### config.mk
export PLATFORM = sky130hd
export DESIGN_NAME = mem_arbiter
export DESIGN_NICKNAME = d
export VERILOG_FILES = /design/src/rtl/arb_pkg.sv /design/src/rtl/rr_pick.sv /design/src/rtl/mem_arbiter.sv
export SDC_FILE = /design/constraint.sdc
export NUM_CORES = 1
export LEC_CHECK = 0
export CORE_AREA = 2 2 215 217
export DETAILED_ROUTE_END_ITERATION = 8
export DIE_AREA = 0 0 217 219
export GPL_TIMING_DRIVEN = 1
export PLACE_DENSITY = 0.57
export SYNTH_ARGS = -nofsm -noshare
export SYNTH_HDL_FRONTEND = slang
export SYNTH_SLANG_ARGS = --single-unit
export TNS_END_PERCENT = 1
### constraint.sdc
create_clock -name clk -period 2.2 [get_ports clk]
set_input_delay 0.22 -clock clk [delete_from_list [all_inputs] [get_ports clk]]
set_output_delay 0.22 -clock clk [all_outputs]
set_load 0.03 [all_outputs]
### src/rtl/arb_pkg.sv
// Shared types and default widths for the memory-port arbiter.
package arb_pkg;

   typedef enum logic [1:0] {
      IDLE,
      REQ,
      RESP
   } arb_state_t;

   localparam int ARB_ADDR_W = 64;
   localparam int ARB_DATA_W = 64;

endpackage

### src/rtl/rr_pick.sv
// Combinational round-robin picker: first valid index after the last grantee.
module rr_pick #(
   parameter int N_REQ = 2
) (
   input  logic [N_REQ-1:0]         valid,
   input  logic [$clog2(N_REQ)-1:0] last,
   output logic [$clog2(N_REQ)-1:0] winner,
   output logic                     any_valid
);

   localparam int IDX_W = $clog2(N_REQ);

   int idx;

   // NOTE: every output gets a default first so no path through the block can infer a latch.
   always_comb begin
      winner    = '0;
      any_valid = 1'b0;
      idx       = 0;
      // Scan from the farthest candidate inward so the nearest one after last wins.
      for (int k = N_REQ; k >= 1; k--) begin
         idx = int'(last) + k;
         if (idx >= N_REQ) idx = idx - N_REQ;
         if (valid[idx]) begin
            winner    = IDX_W'(idx);
            any_valid = 1'b1;
         end
      end
   end

endmodule

### src/rtl/mem_arbiter.sv
// Round-robin arbiter sharing one single-beat memory port between N_REQ requesters,
// one transaction at a time, with a sticky watchdog for a stuck memory port.
module mem_arbiter
   import arb_pkg::*;
#(
   parameter int N_REQ   = 2,
   parameter int ADDR_W  = ARB_ADDR_W,
   parameter int DATA_W  = ARB_DATA_W,
   parameter int TIMEOUT = 1024
) (
   input  logic                       clk,
   input  logic                       reset,
   input  logic [N_REQ-1:0]           req_valid,
   input  logic [N_REQ-1:0]           req_write,
   input  logic [N_REQ*ADDR_W-1:0]    req_addr,
   input  logic [N_REQ*DATA_W/8-1:0]  req_strobe,
   input  logic [N_REQ*DATA_W-1:0]    req_wdata,
   output logic [N_REQ-1:0]           resp_ok,
   output logic [DATA_W-1:0]          resp_rdata,
   output logic [$clog2(N_REQ)-1:0]   grant_idx,
   output logic                       mem_valid,
   output logic                       mem_write,
   output logic [ADDR_W-1:0]          mem_addr,
   output logic [DATA_W/8-1:0]        mem_strobe,
   output logic [DATA_W-1:0]          mem_wdata,
   input  logic                       mem_ready,
   input  logic [DATA_W-1:0]          mem_rdata,
   output logic                       timeout_err
);

   localparam int IDX_W  = $clog2(N_REQ);
   localparam int STRB_W = DATA_W / 8;
   localparam int CNT_W  = $clog2(TIMEOUT + 1);

   localparam logic [IDX_W-1:0] LAST_RST = IDX_W'(N_REQ - 1);
   localparam logic [CNT_W-1:0] WD_MAX   = CNT_W'(TIMEOUT);
   localparam logic [CNT_W-1:0] WD_LAST  = CNT_W'(TIMEOUT - 1);
   localparam logic [N_REQ-1:0] ONE_HOT0 = N_REQ'(1);

   arb_state_t        state;
   logic [IDX_W-1:0]  last;
   logic [CNT_W-1:0]  wd_cnt;

   logic [IDX_W-1:0]  pick;
   logic              any_valid;
   logic              sel_write;
   logic [ADDR_W-1:0] sel_addr;
   logic [STRB_W-1:0] sel_strobe;
   logic [DATA_W-1:0] sel_wdata;

   rr_pick #(
      .N_REQ (N_REQ)
   ) u_rr_pick (
      .valid     (req_valid),
      .last      (last),
      .winner    (pick),
      .any_valid (any_valid)
   );

   assign sel_write  = req_write[pick];
   assign sel_addr   = req_addr[int'(pick)*ADDR_W +: ADDR_W];
   assign sel_strobe = req_strobe[int'(pick)*STRB_W +: STRB_W];
   assign sel_wdata  = req_wdata[int'(pick)*DATA_W +: DATA_W];

   // NOTE: sequential state uses non-blocking assignments so every register samples pre-edge values.
   always_ff @(posedge clk or negedge reset) begin
      if (!reset) begin
         state       <= IDLE;
         last        <= LAST_RST;
         wd_cnt      <= '0;
         timeout_err <= 1'b0;
         grant_idx   <= '0;
         mem_valid   <= 1'b0;
         mem_write   <= 1'b0;
         mem_addr    <= '0;
         mem_strobe  <= '0;
         mem_wdata   <= '0;
         resp_ok     <= '0;
         resp_rdata  <= '0;
      end else begin
         case (state)
            IDLE: begin
               if (any_valid) begin
                  grant_idx  <= pick;
                  mem_valid  <= 1'b1;
                  mem_write  <= sel_write;
                  mem_addr   <= sel_addr;
                  mem_strobe <= sel_write ? sel_strobe : '0;
                  mem_wdata  <= sel_wdata;
                  wd_cnt     <= '0;
                  state      <= REQ;
               end
            end
            REQ: begin
               if (mem_ready) begin
                  if (!mem_write) resp_rdata <= mem_rdata;
                  last      <= grant_idx;
                  mem_valid <= 1'b0;
                  resp_ok   <= ONE_HOT0 << grant_idx;
                  state     <= RESP;
               end else begin
                  // The transaction is never aborted; the watchdog only reports.
                  if (wd_cnt != WD_MAX) wd_cnt <= wd_cnt + CNT_W'(1);
                  if (wd_cnt == WD_LAST) timeout_err <= 1'b1;
               end
            end
            RESP: begin
               resp_ok <= '0;
               state   <= IDLE;
            end
            default: begin
               resp_ok   <= '0;
               mem_valid <= 1'b0;
               state     <= IDLE;
            end
         endcase
      end
   end

endmodule

==> out/summary.md <==
The logs give 1179 for the net count after synthesis and 0 for the reported max-cap violation count. The clock network fraction of total power was 0.206. The routability-driven placement congestion ratio is 0.775, and the switching component of the power is 0.00962 W.

The clock passes through at most 3 buffers. The run gives 51800 um as the global-route wire length before repair. The logs give 0 for the initial antenna violation count and 549 for the top-level I/O count. The die is 219 um tall.

Fraction of final layout cells sized beyond drive strength 1: 0.104. The critical path is of the reg2out type. Most common cell after layout, fill and taps aside: clkdlybuf4s50_1. The tree is rooted in a clkbuf_16.

The remaining max-slew budget at the tightest pin came out at 0.676. Traced cell by cell, the critical path runs through clkdlybuf4s50_1. The tools report the combinational cell fraction of total power as 0.502. The run gives 834 as the post-synthesis instance total. The run gives 7.24 nW as the static leakage.

The chip width works out to 217 um. Number of enable-type register cells in the synthesized netlist: 0. For this run, the number of standard cells in the final layout without fillers is 2014.

Across the whole layout, storage elements account for 5510 sq um. Buffers placed on the I/O ports in this run total 548. The run gives 1.98 ns as the required time of the critical path. In the final timing run, aggregate negative setup slack is 0 ns. Total wire length after detailed routing: 35300 um. The total number of H-tree levels was 1. TritonCTS built the clock tree. The run gives 47500 sq um as the die area. The tools report the number of diodes added for antenna fixing as 0. Gate family responsible for the most delay along the worst path: buffers and inverters.

The fraction of the mapped netlist area in compound gates came out at 0.0953. Data arrives at the worst endpoint at 1.73 ns. The final route contains 8306 vias. The area added between synthesis and finish is 74.3%. The arithmetic-cell share of the synthesized area counting full adders, half adders and majority gates works out to 0.00256.

After detailed routing, the number of remaining DRC violations is 0. The logs give 0 for the count of endpoints failing setup in the final report and 0.512 GHz for the upper clock frequency limit. The nature of the critical path endpoint was an output pin. The run finished with clean final reports. For this run, the detailed router's first-pass iteration total came to 4.

Clock latency on the worst-skew pair, taken at its later pin, is 0.55 ns. Setup repair after global routing left no endpoint under its margin. The worst-case IR drop observed on VDD is 0.762 mV. After legalization and detailed placement, the total HPWL measured 27800 um. Synthesized-area fraction occupied by and/or/nand/nor cells: 0.0765. The largest single stage delay on the critical path is 0.73 ns.

Placeable core region: 45100 sq um. Number of pins exceeding their max-slew limit in the final report: 0. The library cells used most frequently in the layout, excluding fill and tap cells, are clkdlybuf4s50_1 (547), dfrtp_1 (219), nand2_1 (147), mux2i_1 (137), o21ai_1 (130).

In this run the remaining antenna-violating nets after routing total 0. The final period utilization came out at 0.888. The most used flip-flop cell after synthesis was dfrtp_1. Once routing completed, OpenROAD measured the worst setup slack at 0.246 ns. The main combinational cell family by area after synthesis is multiplexers. TritonCTS created 28 clock buffers. The post-detailed-route via-to-cell ratio was 4.12; the number of placed instances, taps included was 1963. The number of nets in the finished design came out at 1739. The logs give 0.292 for the sequential power share and 0.0143 W for the cell internal power dissipation. Counting the fill cells in the layout gives 4465. Starting density of the core: 0.217. The number of global-route vias before repair was 8460; the XOR/XNOR share of the synthesized area was 0.

Of all nets on the critical path, the largest fanout is 3. The tightest hold path in the finished design has a slack of 0.207 ns. The clock arrives with 0.0111 ns of skew. The first routing iteration left 343 violations.

The fraction of synthesized area in multiplexers is 0.216. The mapped netlist covers 9780 sq um. The type of the tightest min-delay check was in2async. For the number of sinks driven by the clock tree, the log shows 220. Among all stages on the critical path, the largest delay is contributed by clkdlybuf4s50_1. The number of failing hold endpoints at the final stage came out at 0.

The share of synthesized registers carrying an async set or reset was 1.00. For this run the aggregate overflow at the end of global routing stands at 0. Count of warnings emitted by yosys: 0. Buffers added to address setup during post-CTS repair amount to 0. The number of logic stages on the critical path including buffering is 1, and the final critical-path required period is 1.95 ns. In the final layout, the multi-input gates occupy 3830 sq um.

In this run the power density over the cells is 1400 nW/um^2. The switching portion of total power was 0.403. At the pin with the least slew margin, the transition time is 0.485 ns. STA classifies the critical path startpoint as a register. Routed length per instance: 17.5 um.

For the largest net degree at the start of global routing, the log shows 93. The fraction of the core area covered by cells at the end of the flow is 0.378. The overall global routing resource usage was 0.141. Before CTS, the worst setup slack after placement is 0.0729 ns. The number of rows created at floorplan is 78, and the number of buffer and inverter stages on the critical path is 1.

Synthesis inferred 220 register bits. The clock transition at the registers of the reported paths was 0.06 ns; the mean post-synth cell area was 11.7 sq um. The number of cells on the worst reg-to-reg path is 5. The logs give 0.563 for the part of the Yosys area used for sequential elements and 40 for the count of distinct cell types in the synthesized netlist.
-- worst paths after layout --
check	endpoint	slack, ns	startpoint
setup / recovery	mem_write	0.25	mem_write
hold / removal	resp_rdata[39]	0.21	reset
setup reg to reg	resp_rdata[54]	0.44	state[1]
hold reg to reg	timeout_err	0.48	timeout_err
max in group asynchronous	resp_rdata[19]	1.16	reset
min in group clk	resp_rdata[16]	0.28	mem_rdata[16]
-- power by group through the flow --
stage / clock network, W / logic, W / registers, W
after floorplan: 0 / 0.00288 / 0.0106
after global placement: 0 / 0.0121 / 0.00697
after detailed placement: 0 / 0.0122 / 0.00703
after CTS: 0.00509 / 0.0122 / 0.00700
after global routing: 0.00523 / 0.0127 / 0.00724
final: 0.00491 / 0.0120 / 0.00697
-- Yosys cell counts, drive strengths merged, types with 5 or more instances --
library cell / instances / area share
mux2i: 137 / 0.14
clkbuf: 15 / 0.0063
a21oi: 6 / 0.0031
mux2: 66 / 0.076
nor2: 6 / 0.0042
buf: 41 / 0.038
nand3: 6 / 0.0031
dfrtp: 219 / 0.56
o31ai: 10 / 0.0077
nand2: 148 / 0.057
o21ai: 144 / 0.074
inv: 5 / 0.0019
-- what timing repair did --
action / in CTS / in global routing
hold endpoints to repair: 49 / 0
resized for setup: 0 / 0
hold buffers: 1 / 0
-- kinds of logic (layout without fill, tap and decap cells) --
group / count (synthesis) / in the layout
compound gates: 172 / 172
fa+ha+maj: 2 / 2
buf+inv: 61 / 641
flops: 220 / 220
mux: 203 / 203
simple gates: 176 / 176
-- final cells by class --
type	count	share of cell area
clock buffer	42	0.0502
clock inverter	8	0.00859
inverter	5	0.00110
multi-input combinational	553	0.225
sequential	220	0.323
tap	600	0.0441
timing repair buffer	586	0.348
-- per-layer routing --
| layer | global-route usage | part of all wire | vias to the layer above |
|---|---|---|---|
| li1 | - | - | 4041 |
| met2 | 0.240 | 0.48 | 368 |
| met5 | 0 | 0 | - |
| met4 | 0.0427 | 0.023 | 0 |
| met1 | 0.167 | 0.40 | 3856 |
| met3 | 0.0506 | 0.10 | 41 |
-- registers in the layout (all words and copies together) (netlist names) --
| register | count |
|---|---|
| state | 2 |
| mem_strobe | 8 |
| resp_ok | 2 |
| mem_valid | 1 |
| last | 1 |
| wd_cnt | 11 |
| mem_wdata | 64 |
| grant_idx | 1 |
| timeout_err | 1 |
| mem_write | 1 |
| resp_rdata | 64 |
| mem_addr | 64 |
-- per-stage QoR --
stage / instance area, sq um / power, W
final: 17000 / 0.0239
after global routing: 17000 / 0.0252
after CTS: 17000 / 0.0243
after detailed placement: 16000 / 0.0192
after global placement: 16000 / 0.0191
after floorplan: 9780 / 0.0135
Power figures use the tool's default switching activity.
